File: config.mk
export PLATFORM = sky130hd
export DESIGN_NAME = pipe_hazard_ctrl
export DESIGN_NICKNAME = d
export VERILOG_FILES = /design/src/rtl/pipe_hazard_ctrl_pkg.sv /design/src/rtl/pipe_hazard_ctrl_hazard_cmp.sv /design/src/rtl/pipe_hazard_ctrl.sv
export SDC_FILE = /design/constraint.sdc
export NUM_CORES = 1
export LEC_CHECK = 0
export CORE_ASPECT_RATIO = 1.25
export CORE_MARGIN = 2
export CORE_UTILIZATION = 31
export CTS_BUF_LIST = sky130_fd_sc_hd__clkbuf_4 sky130_fd_sc_hd__clkbuf_8 sky130_fd_sc_hd__clkbuf_16
export CTS_CLUSTER_SIZE = 14
export DETAILED_ROUTE_END_ITERATION = 8
export SLEW_MARGIN = 25
export SYNTH_ARGS = -nofsm -noshare
export SYNTH_HDL_FRONTEND = slang
export SYNTH_HIERARCHICAL = 1
export SYNTH_SLANG_ARGS = --single-unit
export TNS_END_PERCENT = 5
File: constraint.sdc
create_clock -name clk -period 2.7 [get_ports clk]
set_input_delay 0.27 -clock clk [delete_from_list [all_inputs] [get_ports clk]]
set_output_delay 0.27 -clock clk [all_outputs]
set_load 0.02 [all_outputs]
File: src/rtl/pipe_hazard_ctrl_pkg.sv
// Shared pipeline definitions: FSM state encoding, PC-source constants and
// the bundle of stall/refresh controls produced by the hazard unit.
package pipe_hazard_ctrl_pkg;

    localparam int REG_W   = 5;
    localparam int PCSRC_W = 2;
    localparam int WAIT_W  = 8;

    // Hazard FSM states, also exported on state_o.
    localparam logic [1:0] ST_RUN   = 2'd0;
    localparam logic [1:0] ST_LDUSE = 2'd1;
    localparam logic [1:0] ST_MWAIT = 2'd2;
    localparam logic [1:0] ST_FLUSH = 2'd3;

    // PC source value meaning sequential fetch (no branch/jump redirect).
    localparam logic [PCSRC_W-1:0] PCSRC_NONE = '0;

    // One bit per pipeline register hold/zero control.
    typedef struct packed {
        logic stall_f;
        logic stall_d;
        logic stall_e;
        logic stall_m;
        logic refresh_d;
        logic refresh_e;
        logic refresh_m;
    } hz_ctrl_t;

    localparam hz_ctrl_t CTRL_IDLE = '0;

endpackage

File: src/rtl/pipe_hazard_ctrl_hazard_cmp.sv
// Register-match comparator: flags when an enabled producer writes a
// non-zero register that either consumer source field reads. Used for the
// load-use check and reusable for forwarding selection.
module hazard_cmp #(
    parameter int REG_W = 5
) (
    input  logic             en,
    input  logic [REG_W-1:0] dst,
    input  logic [REG_W-1:0] src_a,
    input  logic [REG_W-1:0] src_b,
    output logic             hit
);

    // Register zero is hard-wired, so writes to it never create a dependency.
    assign hit = en & (dst != '0) & ((dst == src_a) | (dst == src_b));

endmodule

File: src/rtl/pipe_hazard_ctrl.sv
// Pipeline hazard controller: resolves redirects, data-memory waits and
// load-use dependencies into stall/refresh controls, with a memory-wait
// abort and saturating performance counters.
module pipe_hazard_ctrl
    import pipe_hazard_ctrl_pkg::*;
#(
    parameter int MEM_TIMEOUT = 255,
    parameter int CNT_W       = 16
) (
    input  logic               clk,
    input  logic               reset,
    input  logic [REG_W-1:0]   rsD,
    input  logic [REG_W-1:0]   rtD,
    input  logic [REG_W-1:0]   writeRegE,
    input  logic               MemtoRegE,
    input  logic               RegWriteE,
    input  logic [PCSRC_W-1:0] PCSrcM,
    input  logic               mem_busy,
    output logic               stallF,
    output logic               stallD,
    output logic               stallE,
    output logic               stallM,
    output logic               refreshD,
    output logic               refreshE,
    output logic               refreshM,
    output logic [1:0]         state_o,
    output logic               mem_timeout,
    output logic [CNT_W-1:0]   stall_cycles,
    output logic [CNT_W-1:0]   flush_events
);

    localparam logic [WAIT_W-1:0] WAIT_LIM = WAIT_W'(MEM_TIMEOUT);

    logic [1:0]        state;
    logic [1:0]        state_nxt;
    logic [WAIT_W-1:0] wait_cnt;
    logic [WAIT_W-1:0] wait_nxt;
    logic              timeout_reg;
    logic              timeout_set;
    logic              flush_take;
    logic [CNT_W-1:0]  stall_cnt;
    logic [CNT_W-1:0]  flush_cnt;
    logic              lu;
    logic              rd;
    logic              eval_rules;
    hz_ctrl_t          ctrl;

    // Counters stick at all-ones instead of wrapping.
    function automatic logic [CNT_W-1:0] sat_inc(input logic [CNT_W-1:0] v);
        return (&v) ? v : v + CNT_W'(1);
    endfunction

    hazard_cmp #(
        .REG_W (REG_W)
    ) u_lu_cmp (
        .en    (MemtoRegE & RegWriteE),
        .dst   (writeRegE),
        .src_a (rsD),
        .src_b (rtD),
        .hit   (lu)
    );

    assign rd = (PCSrcM != PCSRC_NONE);

    // Next-state and control decode; a busy memory in MWAIT overrides
    // everything, otherwise the redirect > busy > load-use priority applies.
    always_comb begin
        ctrl        = CTRL_IDLE;
        state_nxt   = ST_RUN;
        wait_nxt    = '0;
        timeout_set = 1'b0;
        flush_take  = 1'b0;
        eval_rules  = 1'b1;

        if (state == ST_MWAIT && mem_busy) begin
            eval_rules = 1'b0;
            if (wait_cnt < WAIT_LIM) begin
                ctrl.stall_f = 1'b1;
                ctrl.stall_d = 1'b1;
                ctrl.stall_e = 1'b1;
                ctrl.stall_m = 1'b1;
                wait_nxt     = wait_cnt + WAIT_W'(1);
                state_nxt    = ST_MWAIT;
            end else begin
                // Abort: drop the stuck memory op, keep the front end held.
                ctrl.stall_f   = 1'b1;
                ctrl.stall_d   = 1'b1;
                ctrl.stall_e   = 1'b1;
                ctrl.refresh_m = 1'b1;
                timeout_set    = 1'b1;
                state_nxt      = ST_RUN;
            end
        end

        if (eval_rules) begin
            if (rd) begin
                ctrl.refresh_d = 1'b1;
                ctrl.refresh_e = 1'b1;
                ctrl.refresh_m = 1'b1;
                flush_take     = 1'b1;
                state_nxt      = ST_FLUSH;
            end else if (mem_busy) begin
                ctrl.stall_f = 1'b1;
                ctrl.stall_d = 1'b1;
                ctrl.stall_e = 1'b1;
                ctrl.stall_m = 1'b1;
                wait_nxt     = WAIT_W'(1);
                state_nxt    = ST_MWAIT;
            end else if (lu) begin
                ctrl.stall_f   = 1'b1;
                ctrl.stall_d   = 1'b1;
                ctrl.refresh_e = 1'b1;
                state_nxt      = ST_LDUSE;
            end else begin
                state_nxt = ST_RUN;
            end
        end
    end

    // State, wait counter, sticky abort flag and performance counters.
    always_ff @(posedge clk) begin
        if (reset) begin
            state       <= ST_RUN;
            wait_cnt    <= '0;
            timeout_reg <= 1'b0;
            stall_cnt   <= '0;
            flush_cnt   <= '0;
        end else begin
            state    <= state_nxt;
            wait_cnt <= wait_nxt;
            if (timeout_set) begin
                timeout_reg <= 1'b1;
            end
            if (ctrl.stall_f) begin
                stall_cnt <= sat_inc(stall_cnt);
            end
            if (flush_take) begin
                flush_cnt <= sat_inc(flush_cnt);
            end
        end
    end

    // Reset masks every output immediately, before the registers clear.
    assign stallF       = ~reset & ctrl.stall_f;
    assign stallD       = ~reset & ctrl.stall_d;
    assign stallE       = ~reset & ctrl.stall_e;
    assign stallM       = ~reset & ctrl.stall_m;
    assign refreshD     = ~reset & ctrl.refresh_d;
    assign refreshE     = ~reset & ctrl.refresh_e;
    assign refreshM     = ~reset & ctrl.refresh_m;
    assign state_o      = reset ? ST_RUN : state;
    assign mem_timeout  = ~reset & timeout_reg;
    assign stall_cycles = reset ? '0 : stall_cnt;
    assign flush_events = reset ? '0 : flush_cnt;

endmodule

# Word-level counts from Yosys, hierarchy flattened
# Cells that the tools add are included.
# Widths: inputs -> output; s select.
# op_classes
add_sub_neg	3
n_lt_le_gt_ge	1
eq_ne	3
muxes	28
n_bitwise	15
reduce_logical	7
# op_table
op	n
$mux 8	5
$add 16x1->16 const B	2
$mux 16	2
$reduce_and 16->1	2
$mux 2	8
$and 1x1->1	11
$eq 5x5->1	2
$mux 1	10
$add 8x1->8 const B	1
$lt 8x8->1 const B	1
$mux 4	2
$mux 7	1
$reduce_bool 5->1	1
$reduce_and 2->1	2
$not 1->1	3
$eq 2x2->1 const B	1
$reduce_bool 2->1	1
$logic_and 1x1->1	1
$or 1x1->1	1
# totals
reg_bits	43
input_bits	22
out_inout_bits	42
wordCells	62

# Depth between registers and ports, before layout
# logic_depth
ltp_word	8
mapped_depth	8
mapped_depth_nobuf	8

# Modules after synthesis
# The synthesis kept the hierarchy.
# by_module_without_submodules
mod	instances	cells_per_inst	area_each_um2	seq_area_each_um2
pipe_hazard_ctrl	1	278	2279.7	860.8
hazard_cmp	1	17	125.1	0.0

# Worst setup path before layout
# Ideal clock, no wire load.
# synth_timing
path_kind	input-to-output
start	input port writeRegE[0]
end	output port stallF
arrival_time_ns	1.805
required_ns	2.430
slack_ns	0.625
stages	7
path_buffers	1
path_cell_list	xor2_1 > nor3_1 > nand3_1 > a21oi_1 > a21oi_1 > nor3_1 > buf_4
# synth_between
elab_chain_cells	8
word_cells_on_any_way	11
classes_between	eq/ne: 2; mux: 4; bitwise: 4; reduce/logical: 1
# synth_rtl
element	line_no	source
start: declaration	pipe_hazard_ctrl.sv:14	input logic [REG_W-1:0] writeRegE,
$eq 5x5->1 or $reduce_bool 5->1 (tied branches)	pipe_hazard_ctrl_hazard_cmp.sv:15	assign hit = en & (dst != '0) & ((dst == src_a) | (dst == src_b));
$or 1x1->1 or $and 1x1->1 (tied branches)	pipe_hazard_ctrl_hazard_cmp.sv:15	
$and 1x1->1 *	pipe_hazard_ctrl_hazard_cmp.sv:15	
net lu	pipe_hazard_ctrl.sv:43	logic lu;
$mux 2 *	pipe_hazard_ctrl.sv:109	end else if (lu) begin
$mux 2 *	pipe_hazard_ctrl.sv:102	end else if (mem_busy) begin
$mux 4 *	pipe_hazard_ctrl.sv:96	if (rd) begin
$mux 7 *	pipe_hazard_ctrl.sv:95	if (eval_rules) begin
$and 1x1->1 *	pipe_hazard_ctrl.sv:144	assign stallF = ~reset & ctrl.stall_f;
end: declaration	pipe_hazard_ctrl.sv:19	output logic stallF,
# The timed path passes the listed nets; every way through them passes the cells marked *.

# Worst setup path after layout
# layout_timing
start	register wait_cnt[0]
end	output port stallM
# layout_between
elab_chain_cells	7
# layout_rtl
element	line_no	source
start: declaration	pipe_hazard_ctrl.sv:36	logic [WAIT_W-1:0] wait_cnt;
start signal: assignment	pipe_hazard_ctrl.sv:130	wait_cnt <= wait_nxt;
$lt 8x8->1 *	pipe_hazard_ctrl.sv:77	if (wait_cnt < WAIT_LIM) begin
$mux 1 *	pipe_hazard_ctrl.sv:77	
$mux 4 *	pipe_hazard_ctrl.sv:75	if (state == ST_MWAIT && mem_busy) begin
$mux 2	pipe_hazard_ctrl.sv:102	
$mux 4	pipe_hazard_ctrl.sv:96	
$mux 7 *	pipe_hazard_ctrl.sv:95	
$and 1x1->1 *	pipe_hazard_ctrl.sv:147	assign stallM = ~reset & ctrl.stall_m;
end: declaration	pipe_hazard_ctrl.sv:22	output logic stallM,
# Every way passes the cells marked *; elsewhere a longest branch is shown, timed or not.

==> metrics <==
GRT overflow=0; flops & latches, synth=43; Yosys Warn Count=6; most common cell after layout, fill and taps aside=clkdlybuf4s50_1; sequential cell area fraction in the yosys report=0.358; critical path peak fanout=4; Synth Area in XOR/XNOR=0.102; Psw=338 uW; WL per Instance=12.8 um; Max Transition Viols Final=0; post-route core utilization=0.440; actual slew at the worst max-slew pin=0.745 ns; # setup viols final=0; Routed Antenna Nets=0; WL final=roughly 5800 um; Synth async-reset ratio=0; CP bufs+invs=1; f_max=0.393 GHz; met3 WL=424 um; Adder-Cell Fraction of Synth Area=0.0156; Die Ht=102 um; CTS tree=built; Reg power frac=0.524; setup slack at placement=-0.0445 ns; Post-synth EDFFs=0; combinational power share=0.139; Worst-Skew Late Latency=0.30 ns; Pwr Total=1250 uW; postcts setup bufs=0; biggest regs=flush_cnt: 16 flops, stall_cnt: 16 flops, wait_cnt: 8 flops; Area contributors post-synth=dfxtp_1, nor2b_1, xnor2_1; Worst VDD drop=322 uV; DRT met1 WL=between 2000 and 3000 um; nets=388; vias in the first global route=2152; 1st-iter DRT viols=122; largest family of logic cells by synthesized area=simple AND/OR/NAND/NOR gates; Layout area overhead=36.2%; diodes inserted=0; Synth Cell Area=2400 sq um; Cell Chain, Critical Path=ha_1, nand3_1, nor2_1, and3_1, and3_1, nor3_1, clkdlybuf4s50_1; Crit path max-delay family=simple AND/OR/NAND/NOR gates; gr usage total=0.144; Hold Fails Final Rpt=0; met2 routed WL=roughly 2700 um; vias=2248; Initial Util=0.323; Multi-input gate area=1490 sq um; dominant synthesized flop cell=dfxtp_1; first-pass GRT wire length=9690 um; IO Count=64; Sink Count=43; critical path launch point type=flop; cell taking the most area after synthesis=dfxtp_1; CTS max path bufs=2; Switching Share=0.270; Clk pwr share=0.337; CP Capture Type=output pin; Yosys top cell area share=0.358; Syn Area/Cell=8.15 sq um; cells after synthesis=295; Compound-Gate Fraction of Synth Area=0.0463; Yosys cell types=37; final weighted congestion in routability-driven placement=0.747; Max stage delay on crit path=0.63 ns; IO Port Bufs=63; DRT Pass-1 Iters=4; final period utilization=0.943; Internal=915 uW; post-synth net total=320; CTS buffer count=5; flip-flop and latch area=around 860 sq um; WP data required=between 2 and 2.5 ns; most frequent cells in the layout=clkdlybuf4s50_1, nor2_1, dfxtp_1; Die Wd=~83 um; largest net degree at the start of global routing=31; Leak=approximately 0.0012 uW; Max-slew headroom=0.498; DRC=0; Clock transition at path regs=0.09 ns; CORE AREA=7440 sq um; detailed placement HPWL=roughly 4200 um; H-tree Lvls=2; Final Critical Period=between 2 and 3 ns; Hold Crit Class=primary input to flop; Simple-Gate Fraction of Synth Area=0.396; PwrDens=383 nW/um^2; fillers=763; RSZ-0062 raised after global routing=false; Root Driver=clkbuf_8; max layer used=met4; post-synthesis mux area share=0.0604; die area=8480 sq um; final hold slack=~0.37 ns; Worst path slowest cell=clkdlybuf4s50_1; initial antenna violation count=0; Clock Skew=0.0119 ns; ratio of cells with drive above 1 in the final layout=0.0934; final worst setup slack=0.153 ns; Std-Cell Rows=35; setup slack, reg-to-reg=a little over 0.5 ns; via/cell ratio=4.93; Top cell by count, worst path=and3_1; Critical Path AT=2.28 ns; status=finished clean; CP Class=flop to output pin; max_cap viols=0
==> stage by stage <==
step	instance area (sq um)	std cells	setup TNS (ns)
final	3270	456	0
after global routing	3270	456	0
after CTS	3260	456	0
after detailed placement	3170	448	-0.0445
after global placement	3170	448	-0.0183
after floorplan	2400	295	0
==> power by group through the flow <==
stage               combinational [uW]  sequential [uW]  clock (uW)
global route                       193              659         472
floorplan                         93.6              668           0
detailed placement                 176              671           0
CTS                                177              656         441
finish                             174              656         423
global placement                   173              671           0
==> cell usage after synthesis (2+ instances only) <==
| master | n |
|---|---|
| dfxtp_1 | 43 |
| nor2_1 | 43 |
| nor2b_1 | 37 |
| nand3_1 | 20 |
| xnor2_1 | 19 |
| nand2_1 | 15 |
| nor3_1 | 14 |
| mux2_2 | 12 |
| nor4_1 | 11 |
| clkbuf_1 | 10 |
| xor2_1 | 9 |
| nand4_1 | 8 |
| o21ai_0 | 7 |
| and3_1 | 6 |
| a21oi_1 | 5 |
| or3_1 | 4 |
| ha_1 | 3 |
| nand2b_1 | 3 |
| nor4b_1 | 3 |
| or4_1 | 3 |
| a31oi_1 | 2 |
| nand3b_1 | 2 |
| nand4_2 | 2 |
==> logic make-up (layout without fill, tap and decap cells) <==
family,Yosys count,count (layout)
AO/OA/AOI/OAI,19,19
XOR/XNOR,28,28
adder cells (fa/ha/maj),3,3
buffers and inverters,13,82
flip-flops,43,43
multiplexers,13,13
AND/OR/NAND/NOR,176,176
==> cell type report <==
cell class / instances / share of cell area
timing repair buffer: 73 / 0.217
tap: 92 / 0.0352
clock inverter: 3 / 0.00726
multi-input combinational: 239 / 0.455
inverter: 1 / 0.00115
sequential: 43 / 0.263
clock buffer: 5 / 0.0210
==> per-layer routing <==
| layer | vias to the layer above | global-route usage |
|---|---|---|
| li1 | 1166 | - |
| met1 | 1022 | 0.183 |
| met2 | 56 | 0.243 |
| met3 | 4 | 0.0406 |
| met4 | 0 | 0.0265 |
| met5 | - | 0 |
==> repair_timing <==
action / 4_1_cts / 5_1_grt
endpoints found under the setup margin: 0 / 4
resized for setup: 0 / 4
hold buffers: 0 / 0
==> worst paths after layout <==
path / start / endpoint / cells after the start
min reg2reg: timeout_reg$_SDFFE_PP0P_ / timeout_reg$_SDFFE_PP0P_ / 2
min: reset / state[0]$_SDFF_PP0_ / 2
max reg2reg: stall_cnt[0]$_SDFFE_PP0P_ / stall_cnt[7]$_SDFFE_PP0P_ / 7
max: wait_cnt[0]$_SDFF_PP0_ / stallM / 7
No activity file was read; power rests on OpenSTA's default activity.
==> patch 1: new RTL, config.mk and constraints unchanged <==
Set the parameter `CNT_W` to 24 (it was 16).
--- a/src/rtl/pipe_hazard_ctrl.sv
+++ b/src/rtl/pipe_hazard_ctrl.sv
@@ -7,3 +7,3 @@
     parameter int MEM_TIMEOUT = 255,
-    parameter int CNT_W       = 16
+    parameter int CNT_W       = 24
 ) (
Interface: changed (resized flush_events and stall_cycles); port bits go from 64 to 80. No check against the original RTL was run, so the function may have changed too.
==> patch 1 against the original RTL <==
- total power up 86%
- synthesized cell count up 39%
- synthesized area up 42%
- critical path depth up 1
- design area up 46%
- combinational power up 7%
- count of clock-buffer cells in the layout up 6
- routed wire length up 44%
- global-route usage up 0.36 points
- worst hold slack better by 91 ps
- sequential cell count up 16
- worst setup slack worse by 91 ps
- critical path type is now in2out
==> patch 1: results (changes against the original RTL) <==
Outcome
  • Status: finished, final reports clean

Placed design
  • PortBufs: 79 (+25%)
  • Placed cell count: 624 (+39%)
  • Dpl ws: -216 ps (-171 ps)
  • DP Area: 0.00444 mm^2 (+40%)
  • Gpl congestion: 0.865 (+16%)

Pwr
  • Peak supply drop: 473 uV (+47%)
  • Leakage: 0.00170 uW (+43%)
  • Seq group: 894 uW (+36%)
  • NetSw: 500 uW (+48%)
  • Design Power: 2330 uW (+86%)

Drt
  • WL met2: 3800 um (+40%)
  • M1 WL: 3950 um (+49%)
  • Via density: 4.99 (+1.3%)
  • WL final: 8390 um (+44%)
  • Drt initial violations: 113 (-7.4%)
  • Metal3 WL: 416 um (-1.9%)
  • Drt wl/cell: 13.1 um (+2.6%)

Global route
  • Global Route met3 Usage: 4.61% (+0.54 points)
  • Largest net degree at the start of global routing: 75 (+140%)
  • Gr usage total: 14.7% (+0.36 points)
  • Vias in the first global route: 3,196 (+49%)
  • M2 GR Usage: 23.2% (-1.0 points)
  • Met1 Use GR: 18.5% (+0.20 points)

Yosys
  • Register area share after synthesis: 34.6% (-1.2 points)
  • Ranking of synthesized cells by area: dfxtp_1 35%, nor2b_1 8.6%, xnor2_1 6.9%, nor2_1 6.7%, mux2_1 4.3%
  • Net Count, Synth: 436 (+36%)
  • Post-synth cell types: 60 (+62%)
  • Syn_area_per_cell: 8.30 um^2 (+1.8%)
  • Top post-synthesis cells by count: 61 x nor2_1, 59 x dfxtp_1, 47 x nor2b_1

Finish
  • Fill count: 1,057 (+39%)
  • Fraction of layout cells with a size suffix above 1: 10.8% (+1.5 points)
  • Nets: 528 (+36%)
  • Layout area overhead: 39.8%

Setup path
  • CP Capture Point: stallD
  • Largest stage delay on the critical path: 530 ps (-100 ps)
  • Worst R2R Path Depth: 6 (-1)
  • FF-to-FF End: flush_cnt[3]
  • Crit path max-delay family: buffers and inverters
  • Worst EP arrival: 2370 ps (+90 ps)
  • Critical path origin: writeRegE[4]
  • Max stage delay cell, worst path: or4_1
  • Reg-to-Reg Start: flush_cnt[0]

STA
  • Layout Skew: 2.80 ps (-9.12 ps)
  • Max Freq: 379 MHz (-3.4%)
  • Worst slew margin: 52.1% (+2.3 points)
  • Fin Hold WS: 460 ps (+90.7 ps)

CTS
  • Num CTS Buffers: 9 (+4)
  • Reg clk slew, reported paths: 50 ps (-40 ps)
  • Worst-Skew Late Latency: 320 ps (+20 ps)
  • CTS H-Tree Depth: 3 (+1)
  • Clock root cell: clkbuf_16

Min path
  • HP Class: reg2reg
  • Min-delay src: timeout_reg
  • WHS Path Cells: 2 (unchanged)
  • Hold EP: timeout_reg
==> patch 1: area by class of cell <==
class / instances / share of cell area [%]
Clock buffer: 11 / 5.30
Clock inverter: 5 / 1.57
Inverter: 6 / 0.472
Multi-Input combinational cell: 329 / 44.8
Sequential cell: 59 / 24.8
Tap cell: 132 / 3.46
Timing Repair Buffer: 98 / 19.6
==> patch 1: cells by family (layout without fill, tap and decap cells) <==
| kind of cell | count (synthesis) | in the layout | synth area share (%) |
|---|---|---|---|
| AO/OA/AOI/OAI | 45 | 45 | 9.57 |
| XOR/XNOR | 37 | 37 | 9.50 |
| adder cells (fa/ha/maj) | 3 | 3 | 1.10 |
| buffers and inverters | 23 | 120 | 2.75 |
| flip-flops | 59 | 59 | 34.6 |
| multiplexers | 13 | 13 | 4.29 |
| AND/OR/NAND/NOR | 231 | 231 | 38.2 |
==> patch 1: timing repair <==
action	in CTS	in global routing
resized for setup	2	3
setup endpoints to repair	2	12
hold buffers	0	0
==> patch 2: new RTL, config.mk and constraints unchanged <==
Without the edit above. Register the output `mem_timeout`; this adds one clock of latency there. The other outputs are not delayed to match.
--- a/src/rtl/pipe_hazard_ctrl.sv
+++ b/src/rtl/pipe_hazard_ctrl.sv
@@ -151,3 +151,5 @@
     assign state_o      = reset ? ST_RUN : state;
-    assign mem_timeout  = ~reset & timeout_reg;
+    always_ff @(posedge clk) begin
+        mem_timeout <= ~reset & timeout_reg;
+    end
     assign stall_cycles = reset ? '0 : stall_cnt;
Function: no difference found for any inputs over 10 cycles, from zero or initial values and one cycle with reset high; that may be too few to reach the edited logic, so the function may still have changed.
==> patch 2 against the original RTL <==
- sequential cell count rose by 1
- non-clock buffer count rose by 1
- die area rose by 0.80%
- total power rose by 9.4%
- synthesized area rose by 0.83%
- critical path type is now in2reg
- design area rose by 2.1%
- count of clock-buffer cells in the layout did not move
- worst setup slack improved by 73 ps
- largest cell class unchanged
- routed wire length rose by 0.81%
- via count rose by 1.2%
- sequential share of layout area rose by 0.058 points
==> patch 2: results (changes against the original RTL) <==
Finish
  • Fill count: 766 (+0.39%)
  • Final core occ: 43.4% (-0.58 points)
  • Nets: 390 (+0.52%)
  • Registers with the most flip-flops: flush_cnt: 16 flops, stall_cnt: 16 flops, wait_cnt: 8 flops
  • # diodes: 0 (unchanged)
  • Fraction of layout cells with a size suffix above 1: 9.56% (+0.22 points)

CTS
  • Clock root cell: clkbuf_8
  • Worst-Skew Late Latency: 300 ps (about the same)
  • Post-CTS Setup Bufs: 0 (unchanged)
  • CTS Buffer Depth: 2 (unchanged)
  • Num CTS Buffers: 5 (unchanged)
  • CTS H-Tree Depth: 2 (unchanged)
  • Reg clk slew, reported paths: 90 ps (about the same)

Setup path
  • Largest stage delay on the critical path: 470 ps (-160 ps)
  • Startpoint types: input pin
  • Crit-path max FO: 7 (+3)
  • Max stage delay cell, worst path: clkdlybuf4s50_1
  • Worst EP arrival: 2670 ps (+390 ps)
  • Crit path max-delay family: simple AND/OR/NAND/NOR gates

Placed design
  • Gpl congestion: 0.850 (+14%)
  • Post-DP HPWL: 4350 um (+2.3%)
  • Dpl ws: -93.7 ps (-49.1 ps)
  • DP Area: 0.00322 mm^2 (+1.4%)
  • PortBufs: 63 (unchanged)

Pwr
  • Leakage: 0.00124 uW (+4.0%)
  • Peak supply drop: 256 uV (-20%)

Yosys
  • Post-synth cell types: 37 (unchanged)
  • Top post-synthesis cells by count: 44 x dfxtp_1, 43 x nor2_1, 37 x nor2b_1
  • Register area share after synthesis: 36.3% (+0.53 points)
  • Ranking of synthesized cells by area: dfxtp_1 36%, nor2b_1 9.5%, xnor2_1 6.9%, nor2_1 6.7%, mux2_2 5.6%
  • Post-synth top flop: dfxtp_1
  • Yosys warnings: 6 (unchanged)
  • Net Count, Synth: 321 (+0.31%)
  • Async S/R FF share, synth: 0% (unchanged)

Global route
  • Largest net degree at the start of global routing: 37 (+19%)
  • Gr usage total: 13.8% (-0.57 points)
  • Vias in the first global route: 2,168 (+0.74%)
  • Initial antenna violation count: 0 (unchanged)
  • First-pass GRT wire length: 9740 um (+0.42%)

STA
  • Worst slew margin: 54.3% (+4.5 points)
  • Layout Skew: 11.3 ps (-0.624 ps)

Drt
  • Drt initial violations: 40 (-67%)
  • Via density: 4.94 (+0.15%)
  • Metal3 WL: 357 um (-16%)
  • Initial DRT Pass Iterations: 4 (unchanged)
  • WL met2: 2760 um (+1.9%)
  • Top layer in use: met4
  • WL final: 5870 um (+0.81%)
  • M1 WL: 2720 um (+2.6%)

Min path
  • HP Class: in2reg

Outcome
  • Status: finished, final reports clean
-- patch 2: cell count changes after synthesis --
cell     before  now
dfxtp_1      43   44
-- patch 2: kinds of logic after synthesis --
group | after synthesis | synth area share, %
multiplexers | 13 | 5.99
AND/OR/NAND/NOR | 176 | 39.3
XOR/XNOR | 28 | 10.1
buffers and inverters | 13 | 2.17
flip-flops | 44 | 36.3
adder cells (fa/ha/maj) | 3 | 1.55
AO/OA/AOI/OAI | 19 | 4.59
-- patch 2: what timing repair did --
item | CTS | global route
gates resized for setup | 0 | 5
endpoints found under the setup margin | 0 | 5
hold endpoints to repair | 0 | 0
-- patch 2: per-stage QoR --
stage	instances	TNS [ps]
2_1_floorplan	296	0
4_1_cts	461	0
3_3_place_gp	453	-15.0
5_1_grt	461	0
3_5_place_dp	453	-122
6_report	461	0
-- patch 2: final cells by class --
class                      instances  area (um^2)  area share [%]
timing repair buffer              74          733            21.9
clock buffer                       5         68.8            2.06
clock inverter                     3         46.3            1.38
inverter                           1         3.75           0.112
tap                               95          119            3.56
sequential                        44          881            26.3
multi-input combinational        239         1490            44.6
-- patch 2: routing by layer --
| metal | track usage, % | vias up |
|---|---|---|
| li1 | - | 1175 |
| met1 | 16.3 | 1043 |
| met2 | 23.4 | 54 |
| met3 | 4.80 | 4 |
| met4 | 4.92 | 0 |
| met5 | 0 | - |
-- patch 2: power by group --
| group | switching [uW] | total (uW) | internal [uW] |
|---|---|---|---|
| Combinational | 87.9 | 177 | 88.6 |
| Sequential | 13.8 | 673 | 659 |
| Clock | 243 | 522 | 279 |
| Total | 344 | 1370 | 1030 |
-- patch 2: final timing paths --
kind	startpoint	slack [ps]	to	depth (start not counted)
worst min-delay path	reset	330	flush_cnt[0]	2
worst max-delay path	writeRegE[0]	230	stall_cnt[15]	10
worst max register to register	stall_cnt[0]	500	stall_cnt[7]	7
worst min register to register	timeout_reg	440	mem_timeout	2
-- patch 2: worst reg2reg max path: stages (launching register included) --
cell and delay, ps:
dfxtp_1 450, ha_1 300, nand4_1 210, nor4_1 460
nor4_1 100, buf_4 180, nand3_1 80, mux2_2 320
